**src/rtl/multi_tick_gen_if.sv**
```systemverilog
// Configuration, enable and tick/clock bundle for the multi-channel tick generator.
// The master side drives enables, resync and divisor writes; the slave side is the divider.
interface multi_tick_gen_if #(
    parameter int N_CH  = 4,
    parameter int DIV_W = 26,
    parameter int CH_W  = 2
);
    logic [N_CH-1:0]  en;
    logic             sync;
    logic             cfg_wr;
    logic [CH_W-1:0]  cfg_ch;
    logic [DIV_W-1:0] cfg_div;
    logic             cfg_ack;
    logic             cfg_err;
    logic [N_CH-1:0]  tick;
    logic [N_CH-1:0]  clock_out;

    modport master (
        output en, sync, cfg_wr, cfg_ch, cfg_div,
        input  cfg_ack, cfg_err, tick, clock_out
    );

    modport slave (
        input  en, sync, cfg_wr, cfg_ch, cfg_div,
        output cfg_ack, cfg_err, tick, clock_out
    );
endinterface

```
**src/rtl/multi_tick_gen.sv**
```systemverilog
// Multi-channel programmable divider: each channel emits a one-cycle tick every d
// enabled cycles and a square wave toggling on every tick. Divisors are written at
// runtime through a single config port; a sync pulse realigns every channel's phase.
module multi_tick_gen #(
    parameter int N_CH        = 4,
    parameter int DIV_W       = 26,
    parameter int CH_W        = 2,
    parameter int DEFAULT_DIV = 25000000
) (
    input  logic           clock_50,
    input  logic           reset,
    multi_tick_gen_if.slave bus
);

    // One extra bit so that N_CH itself is representable for the range check.
    localparam logic [CH_W:0]    N_CH_L    = (CH_W + 1)'(N_CH);
    localparam logic [DIV_W-1:0] DEF_DIV_L = DIV_W'(DEFAULT_DIV);
    localparam logic [DIV_W-1:0] ONE_L     = {{(DIV_W - 1){1'b0}}, 1'b1};
    localparam logic [DIV_W-1:0] ZERO_L    = {DIV_W{1'b0}};

    // Terminal count for a divisor; a programmed zero behaves like a divide-by-one.
    function automatic logic [DIV_W-1:0] last_count(input logic [DIV_W-1:0] div);
        logic [DIV_W-1:0] last;
        if (div == ZERO_L) begin
            last = ZERO_L;
        end else begin
            last = div - ONE_L;
        end
        return last;
    endfunction

    logic [N_CH-1:0][DIV_W-1:0] div_r;
    logic [N_CH-1:0][DIV_W-1:0] cnt_r;
    logic [N_CH-1:0]            tick_r;
    logic [N_CH-1:0]            clock_out_r;
    logic                       cfg_ack_r;
    logic                       cfg_err_r;

    logic                       cfg_ok_s;
    logic                       cfg_bad_s;
    logic [N_CH-1:0]            wr_sel_s;

    // Classify a config strobe as accepted (valid channel) or rejected.
    always_comb begin
        cfg_ok_s  = 1'b0;
        cfg_bad_s = 1'b0;
        if (bus.cfg_wr) begin
            if ({1'b0, bus.cfg_ch} < N_CH_L) begin
                cfg_ok_s = 1'b1;
            end else begin
                cfg_bad_s = 1'b1;
            end
        end else begin
            cfg_ok_s  = 1'b0;
            cfg_bad_s = 1'b0;
        end
    end

    // Decode the accepted write into a one-hot per-channel select.
    always_comb begin
        wr_sel_s = {N_CH{1'b0}};
        for (int i = 0; i < N_CH; i++) begin
            if (cfg_ok_s && (bus.cfg_ch == CH_W'(i))) begin
                wr_sel_s[i] = 1'b1;
            end else begin
                wr_sel_s[i] = 1'b0;
            end
        end
    end

    // Per-channel divider state, config handshake and registered outputs.
    always_ff @(posedge clock_50 or posedge reset) begin
        if (reset) begin
            cfg_ack_r   <= 1'b0;
            cfg_err_r   <= 1'b0;
            tick_r      <= {N_CH{1'b0}};
            clock_out_r <= {N_CH{1'b0}};
            for (int i = 0; i < N_CH; i++) begin
                div_r[i] <= DEF_DIV_L;
                cnt_r[i] <= ZERO_L;
            end
        end else begin
            cfg_ack_r <= cfg_ok_s;
            cfg_err_r <= cfg_bad_s;
            for (int i = 0; i < N_CH; i++) begin
                if (wr_sel_s[i]) begin
                    div_r[i] <= bus.cfg_div;
                end else begin
                    div_r[i] <= div_r[i];
                end

                // A divisor write or a resync restarts the period and drops any
                // terminal count that was about to fire; only resync clears the wave.
                if (bus.sync || wr_sel_s[i]) begin
                    cnt_r[i]  <= ZERO_L;
                    tick_r[i] <= 1'b0;
                    if (bus.sync) begin
                        clock_out_r[i] <= 1'b0;
                    end else begin
                        clock_out_r[i] <= clock_out_r[i];
                    end
                end else if (bus.en[i]) begin
                    if (cnt_r[i] >= last_count(div_r[i])) begin
                        cnt_r[i]       <= ZERO_L;
                        tick_r[i]      <= 1'b1;
                        clock_out_r[i] <= ~clock_out_r[i];
                    end else begin
                        cnt_r[i]  <= cnt_r[i] + ONE_L;
                        tick_r[i] <= 1'b0;
                    end
                end else begin
                    // Paused channel keeps its phase so re-enable loses nothing.
                    tick_r[i] <= 1'b0;
                end
            end
        end
    end

    assign bus.tick      = tick_r;
    assign bus.clock_out = clock_out_r;
    assign bus.cfg_ack   = cfg_ack_r;
    assign bus.cfg_err   = cfg_err_r;

endmodule

```
**src/flat_wrapper.sv**
```systemverilog
// flat-port wrapper written by rule: the top's interface ports become plain ports
module multi_tick_gen_flat 
#(
    parameter int N_CH        = 4,
    parameter int DIV_W       = 26,
    parameter int CH_W        = 2,
    parameter int DEFAULT_DIV = 25000000
)
  (clock_50, reset, bus_en, bus_sync, bus_cfg_wr, bus_cfg_ch, bus_cfg_div, bus_cfg_ack, bus_cfg_err, bus_tick, bus_clock_out);
  multi_tick_gen_if #(.N_CH(N_CH), .DIV_W(DIV_W), .CH_W(CH_W)) bus_i ();
  input  logic clock_50;
  input  logic reset;
  input wire logic [$bits(bus_i.en)-1:0] bus_en;
  input wire logic [$bits(bus_i.sync)-1:0] bus_sync;
  input wire logic [$bits(bus_i.cfg_wr)-1:0] bus_cfg_wr;
  input wire logic [$bits(bus_i.cfg_ch)-1:0] bus_cfg_ch;
  input wire logic [$bits(bus_i.cfg_div)-1:0] bus_cfg_div;
  output wire logic [$bits(bus_i.cfg_ack)-1:0] bus_cfg_ack;
  output wire logic [$bits(bus_i.cfg_err)-1:0] bus_cfg_err;
  output wire logic [$bits(bus_i.tick)-1:0] bus_tick;
  output wire logic [$bits(bus_i.clock_out)-1:0] bus_clock_out;
  assign bus_i.en = bus_en;
  assign bus_i.sync = bus_sync;
  assign bus_i.cfg_wr = bus_cfg_wr;
  assign bus_i.cfg_ch = bus_cfg_ch;
  assign bus_i.cfg_div = bus_cfg_div;
  assign bus_cfg_ack = bus_i.cfg_ack;
  assign bus_cfg_err = bus_i.cfg_err;
  assign bus_tick = bus_i.tick;
  assign bus_clock_out = bus_i.clock_out;
  multi_tick_gen #(.N_CH(N_CH), .DIV_W(DIV_W), .CH_W(CH_W), .DEFAULT_DIV(DEFAULT_DIV)) u_core (.clock_50(clock_50), .reset(reset), .bus(bus_i));
endmodule
```
**config.mk**
```make
export PLATFORM = sky130hd
export DESIGN_NAME = multi_tick_gen_flat
export DESIGN_NICKNAME = d
export VERILOG_FILES = /design/src/rtl/multi_tick_gen_if.sv /design/src/rtl/multi_tick_gen.sv /design/src/flat_wrapper.sv
export SDC_FILE = /design/constraint.sdc
export NUM_CORES = 1
export LEC_CHECK = 0
export BUFFER_PORTS_ARGS = -buffer_cell sky130_fd_sc_hd__buf_2
export CORE_ASPECT_RATIO = 0.5
export CORE_MARGIN = 4
export CORE_UTILIZATION = 55
export CTS_BUF_LIST = sky130_fd_sc_hd__clkbuf_8
export CTS_CLUSTER_DIAMETER = 50
export CTS_CLUSTER_SIZE = 40
export DETAILED_ROUTE_END_ITERATION = 6
export HOLD_SLACK_MARGIN = 0.02
export PLACE_DENSITY = 0.79
export SYNTH_ARGS = -nofsm -noshare
export SYNTH_HDL_FRONTEND = slang
export SYNTH_SLANG_ARGS = --single-unit
```
**constraint.sdc**
```tcl
create_clock -name clock_50 -period 7.3 [get_ports clock_50]
set_clock_uncertainty 0.2 [all_clocks]
set_input_delay 0.73 -clock clock_50 [delete_from_list [all_inputs] [get_ports clock_50]]
set_output_delay 0.73 -clock clock_50 [all_outputs]
set_load 0.1 [all_outputs]
```
==> reports/qor.yml, run 1 <==
run_status: "finished clean"
hold_class: "primary input to asynchronous set/reset pin"
instances_no_fill: 1979
cp_common_cell: "ha_1"
register_area_um2: 5490
worstPathRequired_ns: 7.58
grt_overflow: 0
drt-initial-drc-count: 1078
synth_top_family_by_area: "simple AND/OR/NAND/NOR gates"
synth_cell_type_count: 82
critical_path_class: "flop to flop"
gp_congestion: 0.900
avgSynthCellArea_um2: 8.95
hold_violations: 0
num_io_pins: 46
placedCellCount: 1946
slowest_stage: "o211ai_1"
clkTransAtPathRegs_ns: 0.14
antenna_cells: 0
die_h_um: 122
core-area_um2: 25500
critPathMaxStageDelay_ns: 0.75
ctsHoldBuffers: 0
synthXorXnorAreaFrac: 0.0923
ctsResizeCount: 0
clock-root-buffer: "clkbuf_8"
place_area_um2: 14900
ys_warn_count: 0
crit_buf_inv: 2
cp_top_family: "simple AND/OR/NAND/NOR gates"
final_common_cell: "nand2_1"
start_util: 0.565
dr_total_vias: 11700
design_area_um2: 15400
ys.flop_type: "dfrtp_1"
post_route_cells_drive_above_1_share: 0.138
p_leak_nw: 6.90
cts_tree: "yes"
grt_pass1_vias: 10500
timing.fmax_ghz: 0.191
worstMarginPinSlew_ns: 1.10
synthAdderAreaFrac: 0.0972
cts_buffer_depth: 3
relSlewSlack: 0.268
ir_drop_mv: 0.111
multi_input_area_um2: 8530
fin_hold_ws_ns: 0.153
path_cells: "inv_1, ha_1, or3b_1, nor4_4, nand3_2, or3_1, and2_1, ha_1, or3b_2, o2111ai_1, a31oi_1, o211ai_1, a21boi_1, buf_4, nor3_1"
tns_ns: 0
syn_nets: 1759
antenna_found_initial: 0
power.density_nw_per_um2: 192
htreeDepth: 1
rows: 41
ys_seq_area_frac: 0.381
slew_viol_final: 0
clock_sinks: 217
routedWlPerCell_um: 17.3
synthMuxAreaShare: 0.0464
grt_pass1_wl_mm: 55.0
period_share: 0.718
vias_per_cell: 5.89
endpoint_kind: "flop"
area_growth_pct: 6.53
insertion_delay_ns: 0.58
cts_buffers: 19
synth_cells: 1611
layout.nets: 1771
synth-edff-count: 0
post-cts-setup-buffer-count: 0
routed_wl_mm: 34.3
dr.pass1.iters: 5
hpwl_mm: 24.5
grt_usage: 0.231
post-route-min-period_ns: 5.24
yosys.area_share.simple: 0.277
setup_viol: 0
fillers: 2157
fin_total_pwr_mw: 2.96
ant_nets: 0
synth_compound_area_frac: 0.0776
syn_area_um2: 14400
mostFrequentLayoutCells: "nand2_1 (336), dfrtp_1 (169), nor3_1 (121), ha_1 (112), xor2_1 (87)"
worst-endpoint-arrival_ns: 5.51
path_max_fanout: 24
cap_viol_max_count: 0
ys_async_sr_fraction: 1.00
post-route-drc-count: 0
fp.dieW_um: 237
start_kind: "flop"
fp.dieArea_um2: 29000
grt_setup_unrepaired: "no"
io_buffer_count: 44
ys_ff_latch: 217
grt_max_degree: 143
-- registers in the layout, indices dropped and copies added, names as in the netlist --
signal / cells
u_core.bus.cfg_ack: 1
u_core.bus.clock_out: 4
u_core.bus.tick: 4
u_core.div_r: 104
u_core.cnt_r: 104
-- report_power, final --
group | internal (mW) | total [mW] | switching, mW
Clock | 0.317 | 0.870 | 0.553
Combinational | 0.257 | 0.597 | 0.340
Sequential | 1.34 | 1.49 | 0.146
Total | 1.92 | 2.96 | 1.04
-- synth_stat cells, types with 19 or more instances --
| cell | count | area share |
|---|---|---|
| a21oi_1 | 61 | 0.021 |
| and3_1 | 24 | 0.010 |
| clkbuf_1 | 43 | 0.011 |
| dfrtp_1 | 169 | 0.29 |
| dfstp_2 | 48 | 0.087 |
| ha_1 | 112 | 0.097 |
| inv_1 | 27 | 0.0070 |
| mux2_2 | 55 | 0.043 |
| nand2_1 | 336 | 0.087 |
| nand2b_1 | 24 | 0.010 |
| nand3_1 | 61 | 0.021 |
| nand4_1 | 36 | 0.016 |
| nor2_1 | 82 | 0.021 |
| nor3_1 | 121 | 0.042 |
| nor4_1 | 19 | 0.0082 |
| o21ai_0 | 26 | 0.0090 |
| xnor2_1 | 65 | 0.039 |
| xor2_1 | 87 | 0.053 |
-- through the flow --
| stage | setup slack [ns] | utilization |
|---|---|---|
| final | 2.06 | 0.602 |
| after global routing | 1.67 | 0.602 |
| after CTS | 2.08 | 0.602 |
| after detailed placement | 2.13 | 0.583 |
| after global placement | 2.30 | 0.583 |
| after floorplan | 0.513 | - |
-- routing by layer --
metal / global-route usage / part of all wire
met5: 0 / 0
met4: 0.0492 / 0.020
met2: 0.355 / 0.43
met3: 0.0350 / 0.055
met1: 0.349 / 0.50
-- path summary, 6_finish.rpt --
check	start	endpoint	slack, ns	cells after the start
hold reg to reg	u_core.div_r[100]	u_core.div_r[100]	0.29	2
max in group asynchronous	reset	u_core.div_r[63]	5.54	3
setup reg to reg	u_core.div_r[52]	u_core.cnt_r[66]	2.06	15
setup / recovery	u_core.div_r[52]	u_core.cnt_r[66]	2.06	15
min in group clock_50	bus_cfg_div[6]	u_core.div_r[84]	0.16	3
hold / removal	reset	u_core.bus.tick[3]	0.15	2
-- layout make-up --
| class | count | area share |
|---|---|---|
| well taps | 344 | 0.0280 |
| clock buffers | 19 | 0.0170 |
| inverters | 29 | 0.00758 |
| multi-input cells | 1302 | 0.555 |
| flip-flops and latches | 217 | 0.357 |
| clock inverters | 14 | 0.0154 |
| repair buffers | 54 | 0.0192 |
-- cells by family after synthesis --
| kind of cell | Yosys count |
|---|---|
| AND/OR/NAND/NOR | 810 |
| buffers and inverters | 92 |
| flip-flops | 217 |
| AO/OA/AOI/OAI | 167 |
| multiplexers | 60 |
| XOR/XNOR | 152 |
| adder cells (fa/ha/maj) | 112 |
| other | 1 |
No activity file was read; power rests on OpenSTA's default activity.
==> inputs of run 2 (changes only) <==
clock period = 5.3 ns   (was 7.3 ns; I/O delays follow)
==> run 2 against run 1 <==
Via count is 1.2% higher. Routed wire length is 1.2% higher. Design area is 1.1% higher. Final cell count is 1.2% higher. Die area stayed put. Sequential cell count stayed put. Worst hold slack worse by 0.15 ns. Clock power is 22% higher. Count of clock-buffer cells in the layout is 1 lower. Global-route usage is 0.93 points higher. Critical endpoint is now u_core.cnt_r[61]. Sequential share of layout area is 0.38 points lower.
==> reports/qor.yml, run 2 (synthesis gave the netlist of run 1 again) <==
grt_setup_unrepaired: "no"
critPathMaxStageDelay_ns: 0.53  # -0.22 ns
slew_viol_final: 0  # unchanged
layout.nets: 1796  # +1.4%
grt_pass1_vias: 11100  # +6.0%
start_util: 0.565  # unchanged
area_growth_pct: 7.66
tns_ns: 0  # unchanged
insertion_delay_ns: 0.59  # about the same
num_io_pins: 46  # unchanged
antenna_cells: 0  # unchanged
post-route-min-period_ns: 4.71  # -0.524 ns
timing.fmax_ghz: 0.212  # +11%
fillers: 2138  # -0.88%
rows: 41  # unchanged
path_cells: "inv_1, ha_1, or3b_1, nor4_4, nand3_2, or3_1, buf_4, nand2_1, ha_1, nand3_1, nor4_1, a221oi_1, buf_4, a21boi_1, buf_4, nor3_1"
cts_tree: "yes"
post-cts-setup-buffer-count: 0  # unchanged
antenna_found_initial: 0  # unchanged
setup_viol: 0  # unchanged
fin_total_pwr_mw: 3.94  # +33%
endpoint_kind: "flop"
p_leak_nw: 6.97  # +1.1%
final_common_cell: "nand2_1"
routedWlPerCell_um: 17.3  # about the same
fp.dieW_um: 237  # unchanged
dr.pass1.iters: 6  # +1
dr_total_vias: 11800  # +1.2%
hpwl_mm: 24.5  # +0.21%
reg2regPathDepth: 16  # +1
grt_pass1_wl_mm: 57.8  # +5.0%
post_route_cells_drive_above_1_share: 0.138  # about the same
clkTransAtPathRegs_ns: 0.16  # +0.02 ns
slowest_stage: "nor4_1"
relSlewSlack: 0.305  # +0.0375
cts_buffers: 16  # -3
drt-initial-drc-count: 1162  # +7.8%
hold_violations: 0  # unchanged
run_status: "finished clean"
r2r_start: "u_core.div_r[52]"
power.density_nw_per_um2: 254  # +32%
worstPathRequired_ns: 5.52  # -2.06 ns
cts_buffer_depth: 3  # unchanged
htreeDepth: 1  # unchanged
fp.dieArea_um2: 29000  # unchanged
gp_congestion: 0.885  # -1.6%
cp_top_family: "simple AND/OR/NAND/NOR gates"
period_share: 0.890  # +0.172
cp_common_cell: "buf_4"
grt_usage: 0.240  # +0.00929
ir_drop_mv: 0.160  # +44%
core-area_um2: 25500  # unchanged
io_buffer_count: 44  # unchanged
top_regs: "u_core.cnt_r x104, u_core.div_r x104"
post-route-drc-count: 0  # unchanged
start_kind: "flop"
cap_viol_max_count: 0  # unchanged
worst-endpoint-arrival_ns: 4.93  # -0.58 ns
crit_buf_inv: 4  # +2
critical_path_class: "flop to flop"
vias_per_cell: 5.90  # about the same
ant_nets: 0  # unchanged
mostFrequentLayoutCells: "nand2_1 (336), dfrtp_1 (169), nor3_1 (121), ha_1 (112), xor2_1 (87)"
hold_class: "primary input to asynchronous set/reset pin"
path_max_fanout: 20  # -17%
grt_overflow: 0  # unchanged
fin_hold_ws_ns: 0.00312  # -0.150 ns
r2r-end: "u_core.cnt_r[61]"
die_h_um: 122  # unchanged
worstMarginPinSlew_ns: 1.04  # -0.0563 ns
routed_wl_mm: 34.7  # +1.2%
grt_max_degree: 161  # +13%
clock_sinks: 217  # unchanged
rrSetupSlack_ns: 0.59  # -1.48 ns
clock-root-buffer: "clkbuf_8"
[run 2: worst reg2reg max path: stages, from the launching register on]
cell and delay, ns:
dfrtp_1 0.44, inv_1 0.09, ha_1 0.17, or3b_1 0.48, nor4_4 0.44, nand3_2 0.17
or3_1 0.52, buf_4 0.26, nand2_1 0.08, ha_1 0.14, nand3_1 0.10, nor4_1 0.53
a221oi_1 0.19, buf_4 0.23, a21boi_1 0.15, buf_4 0.26, nor3_1 0.10
[run 2: timing repair]
action / 4_1_cts / 5_1_grt
hold buffers: 20 / 0
gates resized for setup: 0 / 0
endpoints found under the hold margin: 25 / 0
[run 2: layout make-up]
class                      count  area, um2  area share
multi-input combinational   1302       8530       0.549
sequential                   217       5490       0.354
timing repair buffer          82        568      0.0366
tap                          344        430      0.0277
clock buffer                  18        248      0.0160
clock inverter                10        145     0.00935
inverter                      29        113     0.00725
[run 2: how the worst max path moves through the flow]
stage	endpoint	cells past startpoint	start	slack [ns]
after global routing	u_core.bus.tick[3]	15	u_core.div_r[78]	0.20
after detailed placement	u_core.cnt_r[72]	16	u_core.div_r[52]	0.75
final	u_core.cnt_r[61]	16	u_core.div_r[52]	0.59
after floorplan	u_core.cnt_r[57]	17	u_core.div_r[52]	1.18
after CTS	u_core.cnt_r[65]	16	u_core.div_r[52]	0.69
after global placement	u_core.cnt_r[75]	16	u_core.div_r[52]	0.81
[run 2: per-stage QoR]
| stage | utilization | setup WS (ns) | area (um2) | instances |
|---|---|---|---|---|
| 3_5_place_dp | 0.586 | 0.746 | 14900 | 1954 |
| 6_report | 0.609 | 0.585 | 15500 | 2002 |
| 3_3_place_gp | 0.586 | 0.813 | 14900 | 1954 |
| 2_1_floorplan | - | 1.18 | 14400 | 1611 |
| 4_1_cts | 0.609 | 0.693 | 15500 | 2002 |
| 5_1_grt | 0.609 | 0.200 | 15500 | 2002 |
[run 2: power breakdown]
part / total, mW / internal [mW] / switching, mW
Clock: 1.06 / 0.378 / 0.679
Combinational: 0.837 / 0.368 / 0.469
Sequential: 2.05 / 1.85 / 0.202
[run 2: routing by layer]
| layer | global-route usage | share of wire | up-vias |
|---|---|---|---|
| met5 | 0 | 0 | - |
| met1 | 0.359 | 0.48 | 5605 |
| li1 | - | - | 5769 |
| met3 | 0.0402 | 0.068 | 55 |
| met2 | 0.370 | 0.43 | 375 |
| met4 | 0.0543 | 0.023 | 0 |
==> inputs of run 3 (changes only) <==
ABC_AREA = 1   (was default)
==> run 3 against run 2 <==
Synthesized area is 6.1% higher. Sequential cell count unchanged. Critical path depth rose by 6. Critical path type unchanged. Critical endpoint is now u_core.cnt_r[98]. Largest cell class unchanged.
==> reports/qor.yml, run 3 <==
run_status: "finished clean"
core-area_um2: 26900  # +5.5%
post-cts-setup-buffer-count: 0  # unchanged
grt_max_degree: 146  # -9.3%
htreeDepth: 1  # unchanged
tns_ns: 0  # unchanged
relSlewSlack: 0.392  # +0.0865
post-route-drc-count: 0  # unchanged
post_route_cells_drive_above_1_share: 0.107  # -0.0312
ys.flop_type: "dfrtp_1"
dr_total_vias: 13200  # +12%
grt_pass1_vias: 11700  # +5.0%
p_comb_frac: 0.221  # +0.009
cts_buffers: 18  # +2
fp.dieArea_um2: 30700  # +5.8%
drt-initial-drc-count: 1360  # +17%
worst-endpoint-arrival_ns: 4.40  # -0.53 ns
routedWlPerCell_um: 14.1  # -19%
clockPowerShare: 0.310  # +0.042
ys_warn_count: 0  # unchanged
clock-root-buffer: "clkbuf_8"
instances_no_fill: 2497  # +25%
synth_cell_type_count: 54  # -34%
synth_cells: 2079  # +29%
slew_viol_final: 0  # unchanged
gp_congestion: 0.915  # +3.4%
period_share: 0.781  # -0.108
grt_setup_unrepaired: "no"
post-route-min-period_ns: 4.14  # -0.573 ns
antenna_found_initial: 0  # unchanged
syn_area_um2: 15300  # +6.1%
yosys.area_share.simple: 0.338  # +0.0606
yosysMostFrequentCell: "nand2_1"
avgSynthCellArea_um2: 7.36  # -18%
timing.fmax_ghz: 0.241  # +14%
hold_class: "primary input to flop"
die_h_um: 126  # +2.8%
start_kind: "flop"
power_frac_seq: 0.469  # -0.051
hold_violations: 0  # unchanged
yosysTopAreaCell: "dfrtp_1"
synth_commonest_cells: "nand2_1 (525), nor2_1 (287), inv_1 (223)"
ys_ff_latch: 217  # unchanged
endpoint_kind: "flop"
ant_nets: 0  # unchanged
syn_nets: 2227  # +27%
dr.pass1.iters: 5  # -1
synthTopCellsByArea: "dfrtp_1 (28%), nand2_1 (13%), ha_1 (9.2%), dfstp_2 (8.2%), nor2_1 (7.0%)"
grt_pass1_wl_mm: 58.3  # +0.88%
antenna_cells: 0  # unchanged
cts_buffer_depth: 3  # unchanged
worstPathRequired_ns: 5.55  # +0.03 ns
p_sw_mw: 1.66  # +23%
start_util: 0.568  # +0.00287
grt_overflow: 0  # unchanged
layout.nets: 2259  # +26%
num_io_pins: 46  # unchanged
fillers: 2437  # +14%
worstMarginPinSlew_ns: 0.912  # -0.130 ns
top_regs: "u_core.cnt_r x104, u_core.div_r x104"
synthMuxAreaShare: 0.000655  # -0.0458
rows: 42  # +2.4%
insertion_delay_ns: 0.64  # +0.05 ns
critical_path_class: "flop to flop"
synth-edff-count: 0  # unchanged
register_area_um2: 5490  # unchanged
final_common_cell: "nand2_1"
grt_usage: 0.228  # -0.0122
placedCellCount: 2461  # +26%
cts_tree: "yes"
ir_drop_mv: 0.146  # -8.9%
routed_wl_mm: 35.3  # +1.6%
synthXorXnorAreaFrac: 0.0475  # -0.0448
synth_top_family_by_area: "simple AND/OR/NAND/NOR gates"
multi_input_area_um2: 8720  # +2.3%
fp.dieW_um: 244  # +2.9%
vias_per_cell: 5.27  # -11%
hpwl_mm: 25.8  # +5.4%
synth_compound_area_frac: 0.0925  # +0.0149
power.density_nw_per_um2: 262  # +3.2%
ys_seq_area_frac: 0.359  # -0.0218
p_leak_nw: 8.16  # +17%
synthDominantCellAreaShare: 0.277  # -0.0168
clkTransAtPathRegs_ns: 0.19  # +0.03 ns
intPower_mw: 2.66  # +2.6%
synthAdderAreaFrac: 0.0916  # -0.00556
io_buffer_count: 44  # unchanged
area_growth_pct: 7.70  # about the same
cap_viol_max_count: 0  # unchanged
switching_share: 0.384  # +0.0414
ys_async_sr_fraction: 1.00  # unchanged
path_max_fanout: 24  # +20%
setup_viol: 0  # unchanged
fin_hold_ws_ns: 0.0385  # +0.0354 ns
mostFrequentLayoutCells: "nand2_1 (525), nor2_1 (287), inv_1 (222), dfrtp_1 (169), o21ai_0 (157)"
clock_sinks: 217  # unchanged
-- run 3: through the flow --
stage | setup slack (ns) | cell area [um2] | utilization | total power, mW
floorplan | 1.78 | 15300 | - | 2.74
global placement | 1.37 | 15800 | 0.588 | 2.96
detailed placement | 1.28 | 15800 | 0.588 | 2.99
CTS | 1.19 | 16500 | 0.612 | 4.34
global route | 0.687 | 16500 | 0.612 | 4.59
finish | 1.16 | 16500 | 0.612 | 4.32
-- run 3: worst paths after layout --
check	start	to	slack [ns]	cells after the start
max in group asynchronous	reset	u_core.cnt_r[10]	3.71	4
worst min-delay path	bus_cfg_div[21]	u_core.div_r[73]	0.04	3
worst max register to register	u_core.div_r[90]	u_core.cnt_r[98]	1.16	22
min in group asynchronous	reset	u_core.cnt_r[37]	0.40	4
worst min register to register	u_core.div_r[1]	u_core.div_r[1]	0.32	2
worst max-delay path	u_core.div_r[90]	u_core.cnt_r[98]	1.16	22
-- run 3: repair_timing --
action	CTS	global route
endpoints found under the hold margin	88	0
resized for setup	0	0
hold buffers	4	0
setup endpoints to repair	0	0
-- run 3: layout make-up --
| cell class | instances | area share |
|---|---|---|
| Clock buffer | 19 | 0.0159 |
| Inverter | 233 | 0.0536 |
| Multi-Input combinational cell | 1591 | 0.530 |
| Tap cell | 374 | 0.0284 |
| Sequential cell | 217 | 0.333 |
| Clock inverter | 13 | 0.0217 |
| Timing Repair Buffer | 50 | 0.0175 |
-- run 3: worst max-delay path, cell delays in order (launching register included) --
cell	delay (ns)
dfstp_2	0.62
nor2_1	0.08
nand2_1	0.07
inv_1	0.06
nand3_1	0.09
nor2_1	0.05
nand3_1	0.06
inv_1	0.05
nand2_1	0.36
inv_1	0.24
or2_2	0.34
ha_1	0.31
nand2_1	0.08
nor2_1	0.10
o21ai_0	0.09
nand2_1	0.07
nand2_1	0.05
nand2_1	0.05
nand2_1	0.06
nand2_1	0.12
nand2_1	0.08
nand2_1	0.61
nor2_1	0.09
-- run 3: cell families after synthesis --
family                     after synthesis
xor gates and xnor gates                83
buffers and inverters                  271
other                                    1
DFF                                    217
and+or+nand+nor                       1128
muxes                                    1
adders and majority gates              112
AOI/OAI and AO/OA                      266
-- run 3: power groups by stage --
stage,registers (mW),logic (mW),clock network [mW]
2_1_floorplan,1.99,0.751,0
3_3_place_gp,2.04,0.913,0
3_5_place_dp,2.04,0.945,0
4_1_cts,2.02,0.957,1.36
5_1_grt,2.05,1.10,1.43
6_report,2.02,0.955,1.34
-- run 3: per-layer routing --
layer	up-vias	GRT usage	share of wire
met5	-	0	0
met3	51	0.0276	0.049
met4	0	0.0563	0.025
li1	6777	-	-
met1	6049	0.362	0.52
met2	290	0.331	0.41
